==> src/rtl/pipe_stage_reg.sv <==
// Parametrised inter-stage pipeline register with valid/ready handshake,
// synchronous flush, optional 2-entry skid buffer and saturating debug counters.
module pipe_stage_reg #(
  parameter int DATA_W = 64,
  parameter int CTRL_W = 8,
  parameter int SKID   = 1,
  parameter int CNT_W  = 16
) (
  input  logic              clk,
  input  logic              reset,
  input  logic              in_valid,
  output logic              in_ready,
  input  logic [DATA_W-1:0] in_data,
  input  logic [CTRL_W-1:0] in_ctrl,
  input  logic              flush,
  output logic              out_valid,
  input  logic              out_ready,
  output logic [DATA_W-1:0] out_data,
  output logic [CTRL_W-1:0] out_ctrl,
  output logic [1:0]        occupancy,
  input  logic              clr_cnt,
  output logic [CNT_W-1:0]  stall_cnt,
  output logic [CNT_W-1:0]  bubble_cnt
);

  typedef enum logic [1:0] {
    ST_EMPTY = 2'd0,
    ST_ONE   = 2'd1,
    ST_FULL  = 2'd2
  } state_t;

  state_t            state_reg, state_next;
  logic [DATA_W-1:0] head_data_reg, head_data_next;
  logic [CTRL_W-1:0] head_ctrl_reg, head_ctrl_next;
  logic [DATA_W-1:0] skid_data_reg, skid_data_next;
  logic [CTRL_W-1:0] skid_ctrl_reg, skid_ctrl_next;
  logic              in_ready_reg, in_ready_next;
  logic              ready_base;
  logic              accept;
  logic              emit;

  assign out_valid = (state_reg != ST_EMPTY);
  assign out_data  = head_data_reg;
  assign out_ctrl  = head_ctrl_reg;
  assign occupancy = (state_reg == ST_FULL) ? 2'd2 :
                     (state_reg == ST_ONE)  ? 2'd1 : 2'd0;

  // With SKID=0 the FULL state is unreachable: accepting into ONE requires
  // out_ready, which always empties the head in the same cycle.
  generate
    if (SKID != 0) begin : g_skid_ready
      assign ready_base = in_ready_reg;
    end else begin : g_comb_ready
      assign ready_base = !out_valid || out_ready;
    end
  endgenerate

  assign in_ready = ready_base && !flush;
  assign accept   = in_valid && in_ready;
  assign emit     = out_valid && out_ready;

  always_comb begin
    state_next     = state_reg;
    head_data_next = head_data_reg;
    head_ctrl_next = head_ctrl_reg;
    skid_data_next = skid_data_reg;
    skid_ctrl_next = skid_ctrl_reg;
    if (flush) begin
      state_next     = ST_EMPTY;
      head_ctrl_next = '0;
      skid_ctrl_next = '0;
    end else begin
      case (state_reg)
        ST_EMPTY: begin
          if (accept) begin
            state_next     = ST_ONE;
            head_data_next = in_data;
            head_ctrl_next = in_ctrl;
          end
        end
        ST_ONE: begin
          if (accept && emit) begin
            head_data_next = in_data;
            head_ctrl_next = in_ctrl;
          end else if (accept) begin
            state_next     = ST_FULL;
            skid_data_next = in_data;
            skid_ctrl_next = in_ctrl;
          end else if (emit) begin
            state_next     = ST_EMPTY;
            head_ctrl_next = '0;
          end
        end
        ST_FULL: begin
          if (emit) begin
            state_next     = ST_ONE;
            head_data_next = skid_data_reg;
            head_ctrl_next = skid_ctrl_reg;
            skid_ctrl_next = '0;
          end
        end
        default: begin
          state_next     = ST_EMPTY;
          head_ctrl_next = '0;
          skid_ctrl_next = '0;
        end
      endcase
    end
    in_ready_next = (state_next != ST_FULL);
  end

  always_ff @(posedge clk or negedge reset) begin
    if (!reset) begin
      state_reg     <= ST_EMPTY;
      head_data_reg <= '0;
      head_ctrl_reg <= '0;
      skid_data_reg <= '0;
      skid_ctrl_reg <= '0;
      in_ready_reg  <= 1'b1;
    end else begin
      state_reg     <= state_next;
      head_data_reg <= head_data_next;
      head_ctrl_reg <= head_ctrl_next;
      skid_data_reg <= skid_data_next;
      skid_ctrl_reg <= skid_ctrl_next;
      in_ready_reg  <= in_ready_next;
    end
  end

  // Counter 0 = stall cycles, counter 1 = bubble cycles; sampled pre-edge.
  logic [1:0] cnt_hit;
  assign cnt_hit[0] = out_valid && !out_ready;
  assign cnt_hit[1] = !out_valid;

  generate
    for (genvar gi = 0; gi < 2; gi++) begin : g_cnt
      logic [CNT_W-1:0] cnt_reg;
      always_ff @(posedge clk or negedge reset) begin
        if (!reset) begin
          cnt_reg <= '0;
        end else if (clr_cnt) begin
          cnt_reg <= '0;
        end else if (cnt_hit[gi] && !(&cnt_reg)) begin
          cnt_reg <= cnt_reg + 1'b1;
        end
      end
    end
  endgenerate

  assign stall_cnt  = g_cnt[0].cnt_reg;
  assign bubble_cnt = g_cnt[1].cnt_reg;

endmodule

==> config.mk <==
export PLATFORM = sky130hd
export DESIGN_NAME = pipe_stage_reg
export DESIGN_NICKNAME = d
export VERILOG_FILES = /design/src/rtl/pipe_stage_reg.sv
export SDC_FILE = /design/constraint.sdc
export NUM_CORES = 1
export LEC_CHECK = 0
export ABC_AREA = 1
export CORE_ASPECT_RATIO = 0.75
export CORE_MARGIN = 2
export CORE_UTILIZATION = 51
export DETAILED_ROUTE_END_ITERATION = 10
export HOLD_SLACK_MARGIN = 0.03
export PLACE_DENSITY = 0.86
export SLEW_MARGIN = 40
export SYNTH_ARGS = -nofsm -noshare
export SYNTH_HDL_FRONTEND = slang
export SYNTH_SLANG_ARGS = --single-unit
==> constraint.sdc <==
create_clock -name clk -period 2.3 [get_ports clk]
set_input_delay 0.345 -clock clk [delete_from_list [all_inputs] [get_ports clk]]
set_output_delay 0.345 -clock clk [all_outputs]
set_load 0.1 [all_outputs]
==> summary.txt <==
Global routing
  – Global Route Usage Sum: 0.240
  – First-pass GRT wire length: 34700 um
  – Largest net degree at the start of global routing: slightly below 100
  – Initial antenna violation count: 0
  – Grt total ovfl: 0
  – Vias in the first global route: 7189

Power and ir drop
  – Sw Ratio: 0.446
  – Clock power share: 0.244
  – Gate power share: 0.398
  – VDD IR max: between 900 and 1000 uV
  – Power Internal: between 6 and 7 mW
  – Total design power: ~12 mW
  – P_leak: 5.86 nW
  – Cell area power density: ~1100 nW/um2
  – Seq pwr share: 0.358
  – NetSw: approximately 5.2 mW

Die
  – Io pins: between 150 and 200
  – Vert. Die Dim: around 120 um
  – Initial Utilization: 0.517
  – Row count: 41
  – Area of the core: between 15000 and 20000 um2
  – Die Span X: around 150 um
  – DIE AREA: 18000 um2

Final layout
  – Most frequent cells in the layout: nand2_1, dfrtp_1, buf_4
  – Area grow syn2layout: 28.4%
  – Nets: between 1000 and 1500
  – # diodes: 0
  – # fillers: about 1400
  – Layout cells sized above 1: 0.138
  – Leading cell type in the layout, fill and taps excluded: nand2_1
  – Core Util, Final: 0.664

CTS
  – Root buffer cell: clkbuf_16
  – CTS Hold Buffers Added: 1
  – Clock Latency Late Sink: ~0.42 ns
  – TritonCTS Sinks: about 180
  – Post-CTS resize count: 0
  – # Post-CTS Setup Buffers: 0
  – Max Buffers Root-to-Sink: 2
  – Clock Pin Slew Worst Setup and Hold Paths: around 0.070 ns
  – CTS tree: done
  – CTS Buf Count: 17
  – CTS H-tree depth: 4

Critical path
  – Critical path required time: ~2.0 ns
  – Flop2flop setup slack: roughly 0.40 ns
  – Crit end category: output pin
  – CP Launch Type: flip-flop
  – Type of the worst setup path: reg -> out
  – Crit-path max FO: 13
  – Worst Path Arrival: ~1.7 ns

Synthesis
  – Synthesized netlist net count: between 1000 and 1500
  – Post-synth ARST share: 1.00
  – Register area share after synthesis: 0.518
  – Yosys top cell by area: dfrtp_1
  – Prevailing post-synth register cell: dfrtp_1
  – Synthesized area: around 8600 um2
  – Cell count after synthesis: 1137
  – Avg Cell Area, Syn: 7.60 um2
  – FF+latch count, synth: around 180
  – Distinct cells, synth: 30
  – Yosys top cell area share: 0.515
  – Area contributors post-synth: dfrtp_1, nand2_1, o21ai_0
  – EDFF count, synth: 0
  – Yosys warning count: 0

STA
  – Hold WS: roughly 0.47 ns
  – Hold Violations, Final: 0
  – Crit share post-route: 0.865
  – Post-route worst setup slack: between 0.3 and 0.4 ns
  – Clk_skew: roughly 0.013 ns
  – Unrepaired setup endpoints after global routing: false
  – Min Tclk post-route: between 1.5 and 2 ns
  – Slew @ Worst Pin: between 0.6 and 0.7 ns
  – Setup Viol. Count Final: 0
  – Peak Freq: 502 MHz
  – Final setup TNS: 0 ns
  – Max Slew Vio Count: 0
  – Slew headroom: 0.579

Placed design
  – DP Worst Slack: 0.0830 ns
  – Gpl congestion: about 0.89
  – Number of port buffers: 185
  – DP HPWL: between 10000 and 15000 um

Routing
  – DRC Markers: 0
  – Antenna Nets Post-Route: 0
  – WL final: roughly 21000 um
  – Via density: slightly above 5
  – 1st-pass router iterations: 5
  – WL/cell: ~14 um
  – Initial drt markers: between 600 and 700
  – Detailed-route via count: roughly 8000

Min path
  – HP Class: in -> async

Flow run
  – Max-cap check violation count: 0

Run status
  – Status: finished clean
==> worst max-delay path, cell delays in order (launching register included) <==
cell and delay [ns]:
dfrtp_1 0.39, inv_2 0.11, nand2_2 0.14, inv_1 0.36, buf_12 0.23
==> power by group through the flow <==
stage | Clock, mW | Sequential (mW) | Combinational (mW)
floorplan | 0 | 6.85 | 0.860
global placement | 0 | 4.21 | 4.62
detailed placement | 0 | 4.24 | 4.69
CTS | 2.93 | 4.20 | 4.70
global route | 3.05 | 4.27 | 4.91
finish | 2.86 | 4.20 | 4.67
==> final cells by class <==
class	count	area (um2)	area share
tap	215	269	0.0242
inverter	100	375	0.0338
timing repair buffer	209	1880	0.169
clock inverter	7	100	0.00902
sequential	179	4490	0.404
clock buffer	23	478	0.0431
multi-input combinational	805	3510	0.317
==> cell families (layout without fill, tap and decap cells) <==
logic type      after synthesis  in the layout  synth area share
compound gates              156            156            0.0950
xor+xnor                     12             12            0.0122
fa+ha+maj                     2              2           0.00290
buf+inv                     153            339            0.0762
flops                       179            179             0.518
simple gates                635            635             0.295
==> routing by layer <==
layer,up-vias,GRT usage,share of wire
li1,3909,-,-
met1,3693,0.325,0.45
met3,15,0.0720,0.073
met2,244,0.391,0.47
met4,0,0.0469,0.0068
met5,-,0,0
==> path summary, 6_finish.rpt <==
| path | cells past startpoint | startpoint | endpoint |
|---|---|---|---|
| worst min-delay path | 2 | reset | out_data[54] |
| min in group clk | 2 | out_data[17] | out_data[17] |
| worst max register to register | 7 | state_reg[0] | stall_cnt[0] |
| worst max-delay path | 4 | state_reg[1] | occupancy[0] |
| max in group asynchronous | 3 | reset | out_data[19] |
| worst min register to register | 2 | out_data[17] | out_data[17] |
==> cell usage after synthesis (all sizes together) (2+ instances only) <==
| master | number |
|---|---|
| o21bai | 8 |
| ha | 2 |
| inv | 99 |
| dfrtp | 178 |
| nand2 | 458 |
| nand4 | 25 |
| nor2 | 107 |
| nand3 | 42 |
| xor2 | 11 |
| o21ai | 96 |
| clkbuf | 23 |
| buf | 30 |
| a21oi | 51 |
==> stage by stage <==
step,instance area [um2],instances
after floorplan,8650,1137
after global placement,10500,1507
after detailed placement,10500,1507
after CTS,11100,1538
after global routing,11100,1538
final,11100,1538
No activity file was read; power rests on OpenSTA's default activity.
